===== src/rtl/mac_pkg.sv =====
// Shared definitions for the multiply-accumulate datapath: default widths, frame state,
// and the parameter legality check used at elaboration.
package mac_pkg;

   localparam int unsigned DefDataW = 16;
   localparam int unsigned DefCoefW = 16;
   localparam int unsigned DefAccW  = 40;
   localparam int unsigned DefOutW  = 16;
   localparam int unsigned DefShift = 15;

   typedef enum logic {
      StIdle = 1'b0,
      StOpen = 1'b1
   } frame_state_e;

   // The accumulator must hold a full product, the shift must leave at least one bit,
   // and the result cannot be wider than the accumulator.
   function automatic bit widths_ok(input int unsigned data_w, input int unsigned coef_w,
                                    input int unsigned acc_w, input int unsigned out_w,
                                    input int unsigned shift);
      return (acc_w >= data_w + coef_w) && (shift < acc_w) && (out_w <= acc_w);
   endfunction

endpackage


===== src/rtl/mac_round_sat.sv =====
// Round-half-up, arithmetic right shift and signed saturation of an accumulator value.
// Purely combinational so it can be dropped into other datapaths.
module mac_round_sat #(
   parameter int unsigned ACC_W = 40,
   parameter int unsigned OUT_W = 16,
   parameter int unsigned SHIFT = 15
) (
   input  logic [ACC_W-1:0] acc_i,
   output logic [OUT_W-1:0] data_o,
   output logic             sat_o
);

   // One extra bit so the rounding increment cannot wrap the most positive sum.
   localparam int unsigned RW = ACC_W + 1;

   logic signed [RW-1:0] ext;
   logic signed [RW-1:0] rnd;
   logic signed [RW-1:0] shifted;
   logic                 fits;

   assign ext = {acc_i[ACC_W-1], acc_i};

   if (SHIFT > 0) begin : g_round
      localparam logic [RW-1:0] Half = {{(RW-1){1'b0}}, 1'b1} << (SHIFT - 1);
      assign rnd = ext + Half;
   end else begin : g_no_round
      assign rnd = ext;
   end

   assign shifted = rnd >>> SHIFT;

   // The value fits when every bit above the result's sign bit repeats the sign.
   assign fits = (shifted[RW-1:OUT_W-1] == {(RW-OUT_W+1){shifted[RW-1]}});

   always_comb begin
      data_o = shifted[OUT_W-1:0];
      sat_o  = 1'b0;
      if (!fits) begin
         sat_o  = 1'b1;
         data_o = shifted[RW-1] ? {1'b1, {(OUT_W-1){1'b0}}} : {1'b0, {(OUT_W-1){1'b1}}};
      end
   end

endmodule


===== src/rtl/mac_frame_acc.sv =====
// Framed, pipelined signed multiply-accumulate: product stage, accumulate stage, then a
// rounded/saturated result register with valid/ready handshake and global stall.
module mac_frame_acc
   import mac_pkg::*;
#(
   parameter int unsigned DATA_W = DefDataW,
   parameter int unsigned COEF_W = DefCoefW,
   parameter int unsigned ACC_W  = DefAccW,
   parameter int unsigned OUT_W  = DefOutW,
   parameter int unsigned SHIFT  = DefShift
) (
   input  logic              clk,
   input  logic              rst,
   input  logic              in_valid_i,
   output logic              in_ready_o,
   input  logic [DATA_W-1:0] in_a_i,
   input  logic [COEF_W-1:0] in_b_i,
   input  logic              in_first_i,
   input  logic              in_last_i,
   output logic              out_valid_o,
   input  logic              out_ready_i,
   output logic [OUT_W-1:0]  out_data_o,
   output logic              out_sat_o,
   output logic              err_frame_o
);

   if (!widths_ok(DATA_W, COEF_W, ACC_W, OUT_W, SHIFT)) begin : g_bad_widths
      $error("mac_frame_acc: illegal DATA_W/COEF_W/ACC_W/OUT_W/SHIFT combination");
   end

   localparam int unsigned ProdW = DATA_W + COEF_W;

   logic stall;

   // Stage 1: product
   logic signed [ProdW-1:0] a_ext;
   logic signed [ProdW-1:0] b_ext;
   logic signed [ProdW-1:0] prod;
   logic                    s1_valid_q;
   logic [ACC_W-1:0]        s1_prod_q;
   logic                    s1_first_q;
   logic                    s1_last_q;

   // Stage 2: accumulator and frame tracking
   frame_state_e     state_q, state_d;
   logic [ACC_W-1:0] acc_q, acc_d;
   logic             fin_q, fin_d;
   logic             err_q, err_d;
   logic             fresh;

   // Output register
   logic             out_valid_q, out_valid_d;
   logic [OUT_W-1:0] out_data_q, out_data_d;
   logic             out_sat_q, out_sat_d;
   logic [OUT_W-1:0] rs_data;
   logic             rs_sat;

   assign stall      = out_valid_q && !out_ready_i;
   assign in_ready_o = !stall;

   assign a_ext = ProdW'($signed(in_a_i));
   assign b_ext = ProdW'($signed(in_b_i));
   assign prod  = a_ext * b_ext;

   always_ff @(posedge clk or posedge rst) begin
      if (rst) begin
         s1_valid_q <= 1'b0;
         s1_prod_q  <= '0;
         s1_first_q <= 1'b0;
         s1_last_q  <= 1'b0;
      end else if (!stall) begin
         s1_valid_q <= in_valid_i;
         s1_prod_q  <= ACC_W'(prod);
         s1_first_q <= in_first_i;
         s1_last_q  <= in_last_i;
      end
   end

   always_comb begin
      acc_d   = acc_q;
      state_d = state_q;
      fin_d   = fin_q;
      err_d   = 1'b0;
      fresh   = 1'b0;
      if (!stall) begin
         fin_d = 1'b0;
         if (s1_valid_q) begin
            // A stray first discards the open sum; a missing first restarts from zero.
            fresh   = s1_first_q || (state_q == StIdle);
            acc_d   = fresh ? s1_prod_q : acc_q + s1_prod_q;
            err_d   = s1_first_q ^ (state_q == StIdle);
            state_d = s1_last_q ? StIdle : StOpen;
            fin_d   = s1_last_q;
         end
      end
   end

   always_ff @(posedge clk or posedge rst) begin
      if (rst) begin
         acc_q   <= '0;
         state_q <= StIdle;
         fin_q   <= 1'b0;
         err_q   <= 1'b0;
      end else begin
         acc_q   <= acc_d;
         state_q <= state_d;
         fin_q   <= fin_d;
         err_q   <= err_d;
      end
   end

   mac_round_sat #(
      .ACC_W (ACC_W),
      .OUT_W (OUT_W),
      .SHIFT (SHIFT)
   ) u_round_sat (
      .acc_i  (acc_q),
      .data_o (rs_data),
      .sat_o  (rs_sat)
   );

   always_comb begin
      out_valid_d = out_valid_q;
      out_data_d  = out_data_q;
      out_sat_d   = out_sat_q;
      if (!stall) begin
         out_valid_d = fin_q;
         if (fin_q) begin
            out_data_d = rs_data;
            out_sat_d  = rs_sat;
         end
      end
   end

   always_ff @(posedge clk or posedge rst) begin
      if (rst) begin
         out_valid_q <= 1'b0;
         out_data_q  <= '0;
         out_sat_q   <= 1'b0;
      end else begin
         out_valid_q <= out_valid_d;
         out_data_q  <= out_data_d;
         out_sat_q   <= out_sat_d;
      end
   end

   assign out_valid_o = out_valid_q;
   assign out_data_o  = out_data_q;
   assign out_sat_o   = out_sat_q;
   assign err_frame_o = err_q;

endmodule


===== config.mk =====
export PLATFORM = sky130hd
export DESIGN_NAME = mac_frame_acc
export DESIGN_NICKNAME = d
export VERILOG_FILES = /design/src/rtl/mac_pkg.sv /design/src/rtl/mac_round_sat.sv /design/src/rtl/mac_frame_acc.sv
export SDC_FILE = /design/constraint.sdc
export NUM_CORES = 1
export LEC_CHECK = 0
export ABC_AREA = 0
export BUFFER_PORTS_ARGS = -buffer_cell sky130_fd_sc_hd__buf_4
export CAP_MARGIN = 20
export CORE_ASPECT_RATIO = 0.5
export CORE_MARGIN = 2
export CORE_UTILIZATION = 42
export CTS_CLUSTER_DIAMETER = 50
export DETAILED_ROUTE_END_ITERATION = 7
export PLACE_DENSITY = 0.63
export SYNTH_ARGS = -nofsm -noshare
export SYNTH_HDL_FRONTEND = slang
export SYNTH_HIERARCHICAL = 1
export SYNTH_SLANG_ARGS = --single-unit

===== constraint.sdc =====
create_clock -name clk -period 5.4 [get_ports clk]
set_input_delay 1.08 -clock clk [delete_from_list [all_inputs] [get_ports clk]]
set_output_delay 1.08 -clock clk [all_outputs]
set_load 0.01 [all_outputs]

* Word-level counts from Yosys, hierarchy flattened *
Index checks and enable logic that the tools add are counted.

operators by class
  muxes and demuxes = 8
  bitwise gates (word level) = 3
  add/sub/neg operators = 2
  shifts and indexed selects = 0
  multiply operators = 1
  eq/ne operators = 1
  magnitude comparators = 0
  reductions and logical operators = 6
  div/mod/pow operators = 0

operator list
  kind                                             number
  adder 40 x 16 -> 41 bit (second input constant)  1
  adder 40 bit                                     1
  two-way mux 40 bit                               1
  multiplier 16 x 16 -> 32 bit                     1
  two-way mux 16 bit                               2
  == test 10 bit                                   1
  two-way mux 1 bit                                5
  AND reduction 2 bit                              2
  logical NOT 1 bit                                2
  inverter 1 bit                                   2
  logical AND 1 bit                                1
  logical OR 1 bit                                 1
  XOR 1 bit                                        1

word-level totals
  memories kept = 0
  bits in latches = 0
  register bits = 96
  output and inout port bits = 20
  bits in read-only memories = 0
  bits in writable memories = 0
  input bits = 38

* Logic depth before layout (Yosys ltp) *
  depth in word-level cells = 4
  mapped depth = 24
  mapped depth without buffers = 23

* Hierarchy *
The synthesis kept the hierarchy.

by module, submodules not included
  module         instances  sequential area each (µm²)  area each (µm²)  cells each
  mac_frame_acc  1          2,402.3                     15,791.4         1,745
  mac_round_sat  1          0.0                         1,032.2          151

* Worst setup path after synthesis *
Ideal clock, no wire load.

  kind = input to register
  start = input in_a_i[15]
  end = register, netlist name s1_prod_q[31]
  setup time = 137 ps
  path slack = -1,366 ps
  stages on the path = 22
  data arrival time = 6,629 ps
  cells stage by stage = clkbuf_1 > nand2_1 > inv_1 > fa_1 > fa_1 > fa_1 > fa_1 > fa_1 > inv_1 > fa_1 > inv_1 > ha_1 > clkbuf_1 > a21o_1 > a21o_1 > a21o_1 > a21o_1 > a21oi_1 > o211ai_1 > a31oi_1 > xnor2_1 > a21oi_1

between the ends
  longest elaborated chain between the ends = 1

RTL lines
  element                       line                 RTL
  start: declaration            mac_frame_acc.sv:16  input logic [DATA_W-1:0] in_a_i,
  multiplier 16 x 16 -> 32 bit  mac_frame_acc.sv:63  assign prod = a_ext * b_ext;

No other way between the ends.
A chain may end at the register's enable or synchronous reset.

* Final worst setup path *
  start = input in_b_i[6]
  end = register, netlist name s1_prod_q[31]

between the ends
  longest elaborated chain between the ends = 1

RTL lines
  element                       line                 RTL
  start: declaration            mac_frame_acc.sv:17  input logic [COEF_W-1:0] in_b_i,
  multiplier 16 x 16 -> 32 bit  mac_frame_acc.sv:63

No other way between the ends.

==> results.cfg <==
[worst_setup_path]
crit_path_frequent_cell = fa_1
required_ns = 5.62
critical-path-slowest-cell = fa_2
cp_cell_sequence = buf_12 -> and2_4 -> fa_1 -> inv_1 -> fa_1 -> fa_2 -> inv_2 -> fa_1 -> fa_1 -> inv_2 -> fa_1 -> inv_2 -> ha_4 -> a211oi_4 -> o2111a_1 -> a211oi_2 -> nor2_2 -> o31a_1 -> o211ai_1 -> a31oi_1 -> xnor2_1 -> a21oi_1
worst_setup_path_end_kind = register
worstPathArrival_ns = 6.25
cp_slowest_stage_delay_ns = 0.54
worstRegToRegCells = 8
reg2reg_setup_slack_ns = 1.60
path_max_fanout = 8
rr_startpoint = acc_q[25]
startpoint_type = primary input
path_class = primary input to register
crit_path_start = in_b_i[6]

[grt]
track_usage = 0.198
antenna_found_initial = 0
grt_pass1_vias = 13400
gr-total-overflow = 0
grt_pass1_wl_um = 68100
grt_max_degree = 65

[sta]
slew_headroom = 0.415
fin_skew_ns = 0.0132
hold_violations = 0
setup_ws_ns = -0.630
fmax_mhz = 166
setup_viol = 20
rsz0062_at_grt = yes
fin_crit_ns = 6.03
post-route-period-util = 1.12
worst_slew_pin_slew_ns = 0.876
slew_viol_final = 0
holdWs_ns = 0.489

[yosys]
async_reset_ff_frac = 1.00
netlist_area_sq_um = 16800
yosysSeqAreaShare = 0.143
avgSynthCellArea_sq_um = 8.87
netlist_instances = 1896
ys_ff_latch = 96
ys_types = 68
synth_ff_type = dfrtp_1
syn_nets = 2321
synth_edf_count = 0
ys.warnings.count = 6

[clock_tree]
root_buffer = clkbuf_16
insertion_delay_ns = 0.36
numCtsBuffers = 9
h-tree-depth = 3
clk_pin_slew_ns = 0.08
clk_path_buf_depth = 2
ctsHoldBuffers = 0
cts_tree = done
cts_sinks = 96

[job]
maxCapViolCount = 0

[die]
io_pins = 58
die_w_um = 287
design.core.area_sq_um = 39200
rows = 51
die-area_sq_um = 41800
initial_core_util = 0.429
die_h_um = 146

[route]
first_pass_iters = 5
wl_per_cell_um = 15.3
routed_wirelength_um = 39700
drc = 0
drt_iter0_drc = 738
via_count = 13100
via_per_inst = 5.06
ant_nets = 0

[cells_and_area]
syn_to_final_growth_pct = 19.8
design_area_sq_um = 20200
drive_gt1_frac = 0.211
n_antenna_cell = 0
fin_nets = 2490

[min_path]
holdCritStartpoint = fin_q
hold_depth = 2
hold_class = register to register

[placed_design]
gp_congestion = 0.891
hpwl_um = 33100
portBuffers = 57
dpl_cell_area_sq_um = 19200

[outcome]
outcome = finished with violations
violations = setup timing
==> cells in the final DEF (no fill, tap or decap), types with 7 or more instances in the layout <==
cell type,n
buf_12,7
mux2i_1,26
nor3_1,8
a22oi_1,12
inv_1,291
a211oi_1,10
nand2_1,230
nor2_1,70
o21ai_2,8
ha_4,15
a31oi_1,9
and2_4,31
fa_1,250
nor4_1,8
o21ai_1,17
nand2b_1,11
nand4_1,19
xor2_1,29
nand3_1,22
inv_2,26
clkbuf_16,9
fa_2,13
mux2_2,17
a21o_1,39
a21oi_2,14
buf_6,37
xnor2_1,49
o21a_1,12
and3_1,9
buf_4,188
o21bai_1,8
a21oi_1,77
o21ai_0,66
ha_1,105
dfrtp_1,96
and2_1,97
==> sequential cells by signal, summed over array words and instances, names as in the netlist <==
register and flops:
fin_q 1, out_sat_o 1, s1_first_q 1, s1_valid_q 1, out_valid_o 1, out_data_o 16
acc_q 40, s1_prod_q 32, err_frame_o 1, state_q 1, s1_last_q 1
==> final timing paths <==
kind / to
max: s1_prod_q[31]
min: fin_q
max reg2reg: out_data_o[12]
min reg2reg: fin_q
max in group asynchronous: s1_prod_q[6]
min in group asynchronous: acc_q[20]
==> repair_timing <==
action                     4_1_cts  5_1_grt
setup endpoints to repair       20       23
resized for setup               85       56
pin swaps                       94       35
setup buffers                    9        8
==> critical path: cells and delay by family <==
family | cells | cell delay (ns)
XOR/XNOR | 1 | 0.14
adder cells (fa/ha/maj) | 7 | 3.27
AND/OR/NAND/NOR | 2 | 0.36
AO/OA/AOI/OAI | 7 | 1.12
buffers and inverters | 5 | 0.29
==> metrics by stage <==
step,TNS (ns),instances,setup slack [ns],utilization
after global placement,-18.05,2568,-1.14,0.491
after floorplan,-11.17,1896,-0.962,-
after global routing,-11.52,2600,-0.811,0.514
final,-8.17,2600,-0.630,0.514
after detailed placement,-19.24,2568,-1.24,0.491
after CTS,-8.30,2593,-0.647,0.507
==> metal layers <==
metal,vias to the layer above,share of wire,track usage
li1,6431,-,-
met1,6447,0.52,0.309
met2,248,0.43,0.301
met3,21,0.042,0.0161
met4,0,0.0079,0.0326
met5,-,0,0
==> synthesized netlist by cell type (4+ instances only) <==
master | n | share of area
a211oi_1 | 12 | 0.0054
a21o_1 | 39 | 0.017
a21oi_1 | 93 | 0.028
a22oi_1 | 12 | 0.0054
a22oi_2 | 4 | 0.0030
a31oi_1 | 11 | 0.0041
and2_1 | 128 | 0.048
and3_1 | 10 | 0.0037
and4_1 | 4 | 0.0021
buf_1 | 5 | 0.0011
buf_2 | 4 | 0.0012
clkbuf_1 | 65 | 0.015
dfrtp_1 | 96 | 0.14
fa_1 | 263 | 0.31
ha_1 | 124 | 0.092
inv_1 | 317 | 0.071
mux2_2 | 17 | 0.011
mux2i_1 | 26 | 0.015
nand2_1 | 236 | 0.053
nand2b_1 | 13 | 0.0048
nand3_1 | 23 | 0.0068
nand4_1 | 19 | 0.0071
nor2_1 | 73 | 0.016
nor2b_1 | 8 | 0.0030
nor3_1 | 10 | 0.0030
nor3b_1 | 6 | 0.0027
nor4_1 | 10 | 0.0037
o211ai_1 | 6 | 0.0027
o21a_1 | 12 | 0.0054
o21ai_0 | 79 | 0.024
o21ai_1 | 13 | 0.0039
o21bai_1 | 9 | 0.0040
o31a_1 | 5 | 0.0026
o31ai_1 | 6 | 0.0027
or2_2 | 4 | 0.0015
or4_1 | 6 | 0.0027
xnor2_1 | 52 | 0.027
xor2_1 | 30 | 0.016
==> cells by family after synthesis <==
kind of cell / Yosys count / synth area share
flops: 96 / 0.143
buf+inv: 395 / 0.0898
simple gates: 563 / 0.165
fa+ha+maj: 387 / 0.405
compound gates: 329 / 0.127
mux: 44 / 0.0275
xor+xnor: 82 / 0.0427
==> area by class of cell <==
class	count	area [sq um]
fillers	3614	19000
multi-input cells	1405	13600
flip-flops and latches	96	2400
repair buffers	235	2010
inverters	318	1200
well taps	530	663
clock buffers	9	225
clock inverters	7	70.1
Power is not shown: default switching activity piles up to over one toggle a cycle in this logic, so the estimate is an artifact.
